## src/rtl/r0_alu_sequencer.sv

```systemverilog
// r0_alu_sequencer: start/busy/done ALU for the R0 path.
// ADD/SUB/NEG finish in one EXEC cycle; MUL is a WIDTH-step radix-2 Booth.
// The operand b is parked in the Booth low register so EXEC and MUL share it.
module r0_alu_sequencer #(
    parameter int WIDTH = 8
) (
    input  logic             clk,
    input  logic             rst_n,
    input  logic             start,
    input  logic [1:0]       op,
    input  logic [WIDTH-1:0] a,
    input  logic [WIDTH-1:0] b,
    output logic             busy,
    output logic             done,
    output logic [WIDTH-1:0] result_lo,
    output logic [WIDTH-1:0] result_hi,
    output logic             carry,
    output logic             overflow,
    output logic             zero
);
    localparam logic [1:0] OP_ADD = 2'd0;
    localparam logic [1:0] OP_SUB = 2'd1;
    localparam logic [1:0] OP_MUL = 2'd2;
    localparam int         CW     = $clog2(WIDTH + 1);

    typedef enum logic [1:0] {IDLE, EXEC, MUL} state_t;

    state_t           state, state_nx;
    logic [1:0]       op_q, op_nx;
    logic [WIDTH-1:0] a_q, a_nx;
    logic [WIDTH-1:0] hi_q, hi_nx;
    logic [WIDTH-1:0] lo_q, lo_nx;
    logic             qm1_q, qm1_nx;
    logic [CW-1:0]    cnt_q, cnt_nx;
    logic             busy_nx, done_nx, carry_nx, ovf_nx, zero_nx;
    logic [WIDTH-1:0] res_lo_nx, res_hi_nx;

    logic [WIDTH:0]   add_sum, sub_sum, booth_sum;
    logic [WIDTH-1:0] neg_res, min_neg, exec_lo, mul_lo;
    logic             exec_c, exec_v;

    assign min_neg = {1'b1, {(WIDTH-1){1'b0}}};
    assign add_sum = {1'b0, a_q} + {1'b0, lo_q};
    assign sub_sum = {1'b0, a_q} + {1'b0, ~lo_q} + {{WIDTH{1'b0}}, 1'b1};
    assign neg_res = ~a_q + {{(WIDTH-1){1'b0}}, 1'b1};

    // Booth add/sub of a into hi; one guard bit keeps the sign of hi±a exact
    always_comb begin
        booth_sum = {hi_q[WIDTH-1], hi_q};
        case ({lo_q[0], qm1_q})
            2'b01:   booth_sum = {hi_q[WIDTH-1], hi_q} + {a_q[WIDTH-1], a_q};
            2'b10:   booth_sum = {hi_q[WIDTH-1], hi_q} - {a_q[WIDTH-1], a_q};
            default: booth_sum = {hi_q[WIDTH-1], hi_q};
        endcase
    end

    assign mul_lo = {booth_sum[0], lo_q[WIDTH-1:1]};

    // single-cycle result and flags for ADD/SUB/NEG (b lives in lo_q)
    always_comb begin
        exec_lo = neg_res;
        exec_c  = (a_q == '0);
        exec_v  = (a_q == min_neg);
        case (op_q)
            OP_ADD: begin
                exec_lo = add_sum[WIDTH-1:0];
                exec_c  = add_sum[WIDTH];
                exec_v  = (a_q[WIDTH-1] == lo_q[WIDTH-1]) &&
                          (add_sum[WIDTH-1] != a_q[WIDTH-1]);
            end
            OP_SUB: begin
                exec_lo = sub_sum[WIDTH-1:0];
                exec_c  = sub_sum[WIDTH];
                exec_v  = (a_q[WIDTH-1] != lo_q[WIDTH-1]) &&
                          (sub_sum[WIDTH-1] != a_q[WIDTH-1]);
            end
            default: ;
        endcase
    end

    // next-state, datapath and output-register updates
    always_comb begin
        state_nx  = state;
        op_nx     = op_q;
        a_nx      = a_q;
        hi_nx     = hi_q;
        lo_nx     = lo_q;
        qm1_nx    = qm1_q;
        cnt_nx    = cnt_q;
        busy_nx   = busy;
        done_nx   = 1'b0;
        res_lo_nx = result_lo;
        res_hi_nx = result_hi;
        carry_nx  = carry;
        ovf_nx    = overflow;
        zero_nx   = zero;
        case (state)
            IDLE: begin
                if (start) begin
                    op_nx   = op;
                    a_nx    = a;
                    lo_nx   = b;
                    hi_nx   = '0;
                    qm1_nx  = 1'b0;
                    busy_nx = 1'b1;
                    if (op == OP_MUL) begin
                        state_nx = MUL;
                        cnt_nx   = CW'(WIDTH);
                    end else begin
                        state_nx = EXEC;
                    end
                end
            end
            EXEC: begin
                state_nx  = IDLE;
                busy_nx   = 1'b0;
                done_nx   = 1'b1;
                res_lo_nx = exec_lo;
                res_hi_nx = '0;
                carry_nx  = exec_c;
                ovf_nx    = exec_v;
                zero_nx   = (exec_lo == '0);
            end
            MUL: begin
                hi_nx  = booth_sum[WIDTH:1];
                lo_nx  = mul_lo;
                qm1_nx = lo_q[0];
                cnt_nx = cnt_q - 1'b1;
                if (cnt_q == CW'(1)) begin
                    state_nx  = IDLE;
                    busy_nx   = 1'b0;
                    done_nx   = 1'b1;
                    res_hi_nx = booth_sum[WIDTH:1];
                    res_lo_nx = mul_lo;
                    carry_nx  = 1'b0;
                    ovf_nx    = 1'b0;
                    zero_nx   = (booth_sum[WIDTH:1] == '0) && (mul_lo == '0);
                end
            end
            default: state_nx = IDLE;
        endcase
    end

    // state and output registers, synchronous active-low reset
    always_ff @(posedge clk) begin
        if (!rst_n) begin
            state     <= IDLE;
            op_q      <= '0;
            a_q       <= '0;
            hi_q      <= '0;
            lo_q      <= '0;
            qm1_q     <= 1'b0;
            cnt_q     <= '0;
            busy      <= 1'b0;
            done      <= 1'b0;
            result_lo <= '0;
            result_hi <= '0;
            carry     <= 1'b0;
            overflow  <= 1'b0;
            zero      <= 1'b0;
        end else begin
            state     <= state_nx;
            op_q      <= op_nx;
            a_q       <= a_nx;
            hi_q      <= hi_nx;
            lo_q      <= lo_nx;
            qm1_q     <= qm1_nx;
            cnt_q     <= cnt_nx;
            busy      <= busy_nx;
            done      <= done_nx;
            result_lo <= res_lo_nx;
            result_hi <= res_hi_nx;
            carry     <= carry_nx;
            overflow  <= ovf_nx;
            zero      <= zero_nx;
        end
    end
endmodule
```

## config.mk

```make
export PLATFORM = sky130hd
export DESIGN_NAME = r0_alu_sequencer
export DESIGN_NICKNAME = d
export VERILOG_FILES = /design/src/rtl/r0_alu_sequencer.sv
export SDC_FILE = /design/constraint.sdc
export NUM_CORES = 1
export LEC_CHECK = 0
export CORE_MARGIN = 1
export CORE_UTILIZATION = 40
export DETAILED_ROUTE_END_ITERATION = 10
export MAX_ROUTING_LAYER = met4
export SETUP_SLACK_MARGIN = 0.02
export SKIP_CTS_REPAIR_TIMING = 1
export SLEW_MARGIN = 20
export SYNTH_ARGS = -nofsm -noshare
export SYNTH_HDL_FRONTEND = slang
export SYNTH_SLANG_ARGS = --single-unit
```

## constraint.sdc

```tcl
create_clock -name clk -period 3.65 [get_ports clk]
set_input_delay 0.5475 -clock clk [delete_from_list [all_inputs] [get_ports clk]]
set_output_delay 0.5475 -clock clk [all_outputs]
set_load 0.1 [all_outputs]
```

## Word-level counts from Yosys, hierarchy flattened

Cells that the tools add are included.

| word-level totals | value |
|---|---|
| register bits after elaboration | 54 |
| bits in latches | 0 |
| memory bits (writable) | 0 |
| bits in read-only memories | 0 |
| input port bits | 21 |
| output and inout bits | 21 |
| word-level logic and storage cells | 86 |
| memories | 0 |

| cells by class | value |
|---|---|
| add/sub/neg operators | 7 |
| $mul | 0 |
| divide/modulo/power cells | 0 |
| magnitude comparators | 0 |
| equality and inequality tests | 15 |
| shift-type cells | 0 |
| muxes and demuxes | 30 |
| bitwise logic cells | 2 |
| reductions and logical operators | 18 |

Operators by type and width:

| kind | number |
|---|---|
| 8-bit one-hot mux with 2 select lines | 5 |
| 8-bit logical NOT | 4 |
| 8-bit 2-to-1 mux | 4 |
| 8-bit by 8-bit adder with 9-bit output | 3 |
| 9-bit one-hot mux with 2 select lines | 1 |
| 8-bit NOT | 2 |
| 1-bit one-hot mux with 2 select lines | 7 |
| 9-bit by 1-bit adder with 9-bit output (second input constant) | 1 |
| 8-bit by 8-bit subtractor with 9-bit output | 1 |
| 8-bit by 1-bit adder with 8-bit output (second input constant) | 1 |
| 8-bit equality test (second input constant) | 1 |
| 4-bit 2-to-1 mux | 2 |
| 4-bit one-hot mux with 2 select lines | 1 |
| 2-bit AND reduction | 4 |
| 2-bit by 1-bit equality test with 1-bit output (second input constant) | 3 |
| 2-bit equality test (second input constant) | 3 |
| 2-bit 2-to-1 mux | 3 |
| 2-bit inequality test (second input constant) | 3 |
| 3-bit AND reduction | 2 |
| 1-bit 2-to-1 mux | 5 |
| 4-bit by 1-bit equality test with 1-bit output (second input constant) | 1 |
| 2-bit logical NOT | 2 |
| 2-bit one-hot mux with 2 select lines | 1 |
| 2-bit nonzero test | 2 |
| 6 further kinds | 10 |

## Depth between registers and ports, before layout

Gate-level depths: netlist (run 1).

| logic depth | value |
|---|---|
| depth after elaboration | 7 |
| mapped depth | 14 |

## Worst setup path after synthesis (run 1)

No wires, ideal clock.

| timing | value |
|---|---|
| path type | register to register |
| start | reg lo_q[0] |
| end | reg zero |
| arrival time | 3.014 ns |
| required time | 3.575 ns |
| slack | 0.561 ns |
| cell stages (with the launch flop) | 12 |
| path buffers | 1 |
| clock period less this slack | 3.089 ns |
| cell sequence | dfxtp_1 -> ha_1 -> clkbuf_1 -> mux2_2 -> fa_1 -> xor2_1 -> o21ai_0 -> or4_1 -> nor4b_1 -> o211ai_1 -> a211o_1 -> a31oi_1 |

| between the ends | value |
|---|---|
| longest elaborated chain between the ends | 6 |
| elaborated cells between the ends (all ways) | 14 |
| classes of those cells | 3 x add/sub; 2 x eq/ne; 4 x mux; 1 x bitwise; 4 x reduce/logical |

Ends and longest elaborated chain:

| item | RTL line | text |
|---|---|---|
| start, declared | 32 | `logic [WIDTH-1:0] lo_q, lo_nx;` |
| start signal, assigned | 166 | `lo_q <= lo_nx;` |
| 8-bit NOT (tied with other cells) | 44 | `assign sub_sum = {1'b0, a_q} + {1'b0, ~lo_q} + {{WIDTH{1'b0}}, 1'b1};` |
| 8-bit by 8-bit adder with 9-bit output or 9-bit one-hot mux with 2 select lines (tied branches) | 44, 50 |  |
| 9-bit by 1-bit adder with 9-bit output or 8-bit logical NOT (tied branches) | 44, 137 |  |
| 8-bit one-hot mux with 2 select lines or 1-bit logical AND (tied branches) | 64, 137 |  |
| 8-bit logical NOT or 1-bit 2-to-1 mux (tied branches) | 122, 129 |  |
| 1-bit one-hot mux with 2 select lines (*) | 97 | `case (state)` |
| end signal, assigned | 175 | `zero <= zero_nx;` |
| end, declared | 19 | `output logic zero` |

Every way passes the cells marked *; elsewhere a longest branch is shown, timed or not. The select of a mux whose other input is x is not followed.
A chain may end at the register's enable or synchronous reset.

## Worst setup path in the final report (run 1)

| timing | value |
|---|---|
| start | reg a_q[1] |
| end | reg zero |

| between the ends | value |
|---|---|
| longest elaborated chain between the ends | 6 |
| elaborated cells between the ends (all ways) | 14 |
| classes of those cells | 6 x add/sub; 4 x mux; 1 x bitwise; 3 x reduce/logical |

Ends and longest elaborated chain:

| item | RTL line | text |
|---|---|---|
| start, declared | 30 | `logic [WIDTH-1:0] a_q, a_nx;` |
| start signal, assigned | 164 | `a_q <= a_nx;` |
| branches (longest 5 deep; another with 8-bit by 8-bit adder with 9-bit output) | - |  |
| 1-bit one-hot mux with 2 select lines (*) | 97 |  |

Mark *: on every way between the ends. The select of a mux whose other input is x is not followed.

==> metrics.txt, run 1 <==
total routed wirelength=11740 um; DRC=0; ys flop type=dfxtp_1; Final ANT Viol Nets=0; Synth Instances=529; Vias=3936; min-delay src=result_lo[5]; drt first pass iters=4; CTS Root Buffer Type=clkbuf_8; first-pass GRT wire length=18820 um; switching power=719.0 uW; fmax=around 0.29 GHz; Die W=101.7 um; Final Instance Count excl. Fillers=around 700; critical path class=register to register; grt ovf=0; final setup margin=226.8 ps; final worst path period share=93.79%; TritonCTS clock tree=built; synthesized area=3973 um2; endpoints failing hold=0; crit start category=register; Worst Hold Class=register to register; maxcap violations=0; Arr. time, crit path=3670 ps; worst hold path stage count=2; Hold EP=result_lo[5]; Hold WS=461.8 ps; die area=10330 um2; Reg clk slew, reported paths=110 ps; drt via density=5.655; FFs w/ async S/R, synth=0%; Clk network pwr share=20.3%; I/O Buffers=41; RSZ-0062 raised after global routing=false; Rel. slew slack=27.36%; Syn Area/Cell=7.510 um2; Ys Warns=0; GRT Total Usage=24.35%; Nets=between 600 and 700; Synth cell types=59; Clock Sink Count=54; worst r2r dst=zero; FILL cells=955; crit end category=register; RePlAce Congestion=approximately 0.96; R2R Path Start=a_q[1]; VDD IR-drop max=0.2159 mV; clk buf depth=2; Synth-to-Final Area Change=16.82%; reg2reg setup slack=230 ps; Starting Density=41.02%; Final Skew=7.492 ps; largest net degree at the start of global routing=30; total core area=9684 um2; Pint=around 1.0 mW; Placement Setup Slack=around 290 ps; Worst EP required=3890 ps; Comb power frac=41.3%; htree depth=2; Worst Tran Pin Value=1088 ps; vias in the first global route=~3600; # placed instances=689; syn_nets=584; pwr dens=between 300 and 400 nW/um2; Pins Over Slew Limit=0; share of layout cells above drive strength 1=about 5.3%; initial antenna violation count=0; Avg WL per Cell=16.87 um; part of the power in registers=38.4%; crit path max fanout=9; post-DP HPWL=9126 um; Period minus WS final=between 3000 and 4000 ps; EDFF count, synth=0; Worst Reg-to-Reg Cells=11; switching share of total power=41.16%; outcome=finished, final reports clean; LEAKAGE=1.802 nW; I/O pin total=42; diode count=0; Setup Viol. Count Final=0; CTS Buf Count=5; #FFs+latches synth=54; DP Area=4554 um2; Final Cell Area=4641 um2; row count=36; Clock Latency Late Sink=320 ps; aggregate negative setup slack=0 ps; Die Y=101.7 um; register area share after synthesis=27.21%; initial drt markers=237
## how the worst max path moves through the flow
stage	from	end	depth (start not counted)
2_1_floorplan	lo_q[0]	zero	11
3_3_place_gp	a_q[1]	zero	11
3_5_place_dp	a_q[1]	zero	11
4_1_cts	a_q[1]	zero	11
5_1_grt	a_q[1]	zero	11
6_report	a_q[1]	zero	11
## critical path: stages (launching register included)
cell and delay (ps):
dfxtp_1 570, inv_1 90, ha_1 310, mux2_2 300
fa_1 440, xor2_1 140, o21ai_0 150, or4_1 530
nor4b_1 270, o211ai_1 130, a211o_1 260, a31oi_1 160
## cell type report
cell class,count,area [um2],share of cell area (%)
clock buffers,5,68.82,1.483
clock inverters,2,17.52,0.3775
inverters,35,131.4,2.831
multi-input cells,410,2645,57.00
flip-flops and latches,54,1081,23.29
well taps,133,166.4,3.586
repair buffers,57,530.5,11.43
## registers in the layout, summed over array words and instances, names as in the netlist
register,flops
cnt_q,4
lo_q,8
op_q,2
qm1_q,1
a_q,8
overflow,1
result_hi,8
hi_q,8
result_lo,8
state,2
busy,1
zero,1
carry,1
done,1
## power by group through the flow
stage,sequential [mW],clock [mW],combinational [mW]
final,0.672,0.354,0.721
after CTS,0.671,0.366,0.715
after detailed placement,0.684,0,0.711
after global placement,0.683,0,0.705
after floorplan,0.749,0,0.441
after global routing,0.678,0.383,0.789
## routing by layer
layer | global-route usage, % | wire [um] | up-vias
met5 | - | 0 | -
met4 | 6.912 | 246 | 0
met3 | 2.830 | 474 | 25
met2 | 35.65 | 5041 | 110
met1 | 34.92 | 5980 | 1839
li1 | - | - | 1962
## cells in the mapped netlist (4+ instances only)
| master | instances | share of area, % |
|---|---|---|
| inv_1 | 34 | 3.2 |
| a31oi_1 | 5 | 0.79 |
| a22oi_1 | 13 | 2.5 |
| nor4b_1 | 4 | 0.88 |
| or3_1 | 4 | 0.63 |
| o21ai_0 | 22 | 2.8 |
| nor3_1 | 15 | 1.9 |
| nand3_1 | 16 | 2.0 |
| clkbuf_1 | 25 | 2.4 |
| mux2i_1 | 10 | 2.5 |
| or4_1 | 4 | 0.76 |
| xnor2_1 | 12 | 2.6 |
| nand2b_1 | 8 | 1.3 |
| dfxtp_1 | 54 | 27 |
| nand2_1 | 60 | 5.7 |
| a21oi_1 | 45 | 5.7 |
| o31ai_1 | 5 | 0.94 |
| a211oi_1 | 15 | 2.8 |
| nor2_1 | 61 | 5.8 |
| nor3b_1 | 4 | 0.76 |
| o211ai_1 | 7 | 1.3 |
| nor2b_1 | 6 | 0.94 |
| ha_1 | 31 | 9.8 |
| xor2_1 | 6 | 1.3 |
## placed cells by master (no fill, tap or decap), drive strengths merged, types with 3 or more instances in the layout
cell           Yosys  layout
nand2             60      60
nand3             16      16
or4                4       4
mux2i             10      10
nor2              61      61
a22oi             13      13
nand2b             8       8
a21oi             45      45
o21ai             22      22
clkdlybuf4s50      0      41
xnor2             12      12
a211oi            15      15
and2               3       3
a21o               3       3
o211ai             7       7
nor2b              6       6
xor2               6       6
dfxtp             54      54
o31ai              5       5
nor3              16      16
or3                4       4
a311oi             3       3
nor4               3       3
ha                31      31
o311ai             3       3
nand4              3       3
buf                5      16
nor3b              6       6
inv               34      36
o21a               3       3
nor4b              4       4
a31oi              5       5
fa                 3       3
clkbuf            25       5
## logic make-up after synthesis
kind of cell / synth area share, %
AO/OA/AOI/OAI: 23.84
multiplexers: 2.803
AND/OR/NAND/NOR: 24.69
flip-flops: 27.21
XOR/XNOR: 3.968
buffers and inverters: 6.205
adder cells (fa/ha/maj): 11.28
## stage by stage
stage / util [%] / power, mW
finish: 47.92 / 1.747
global route: 47.92 / 1.849
CTS: 47.92 / 1.751
detailed placement: 47.03 / 1.395
global placement: 47.03 / 1.389
floorplan: - / 1.190
Note: power is estimated with default switching activity, not from simulation.
==> run 2, diff against run 1 <==
Settings changed: CAP_MARGIN from default to 20, TNS_END_PERCENT from default to 5.
==> results of run 2 <==
Final layout, timing and power as in run 1 (identical DEF).
==> run 3, diff against run 2 <==
Settings changed: PLACE_DENSITY from default to 0.6, SLEW_MARGIN 20 to default.
==> results of run 3 <==
Final layout, timing and power as in run 1 (identical DEF).
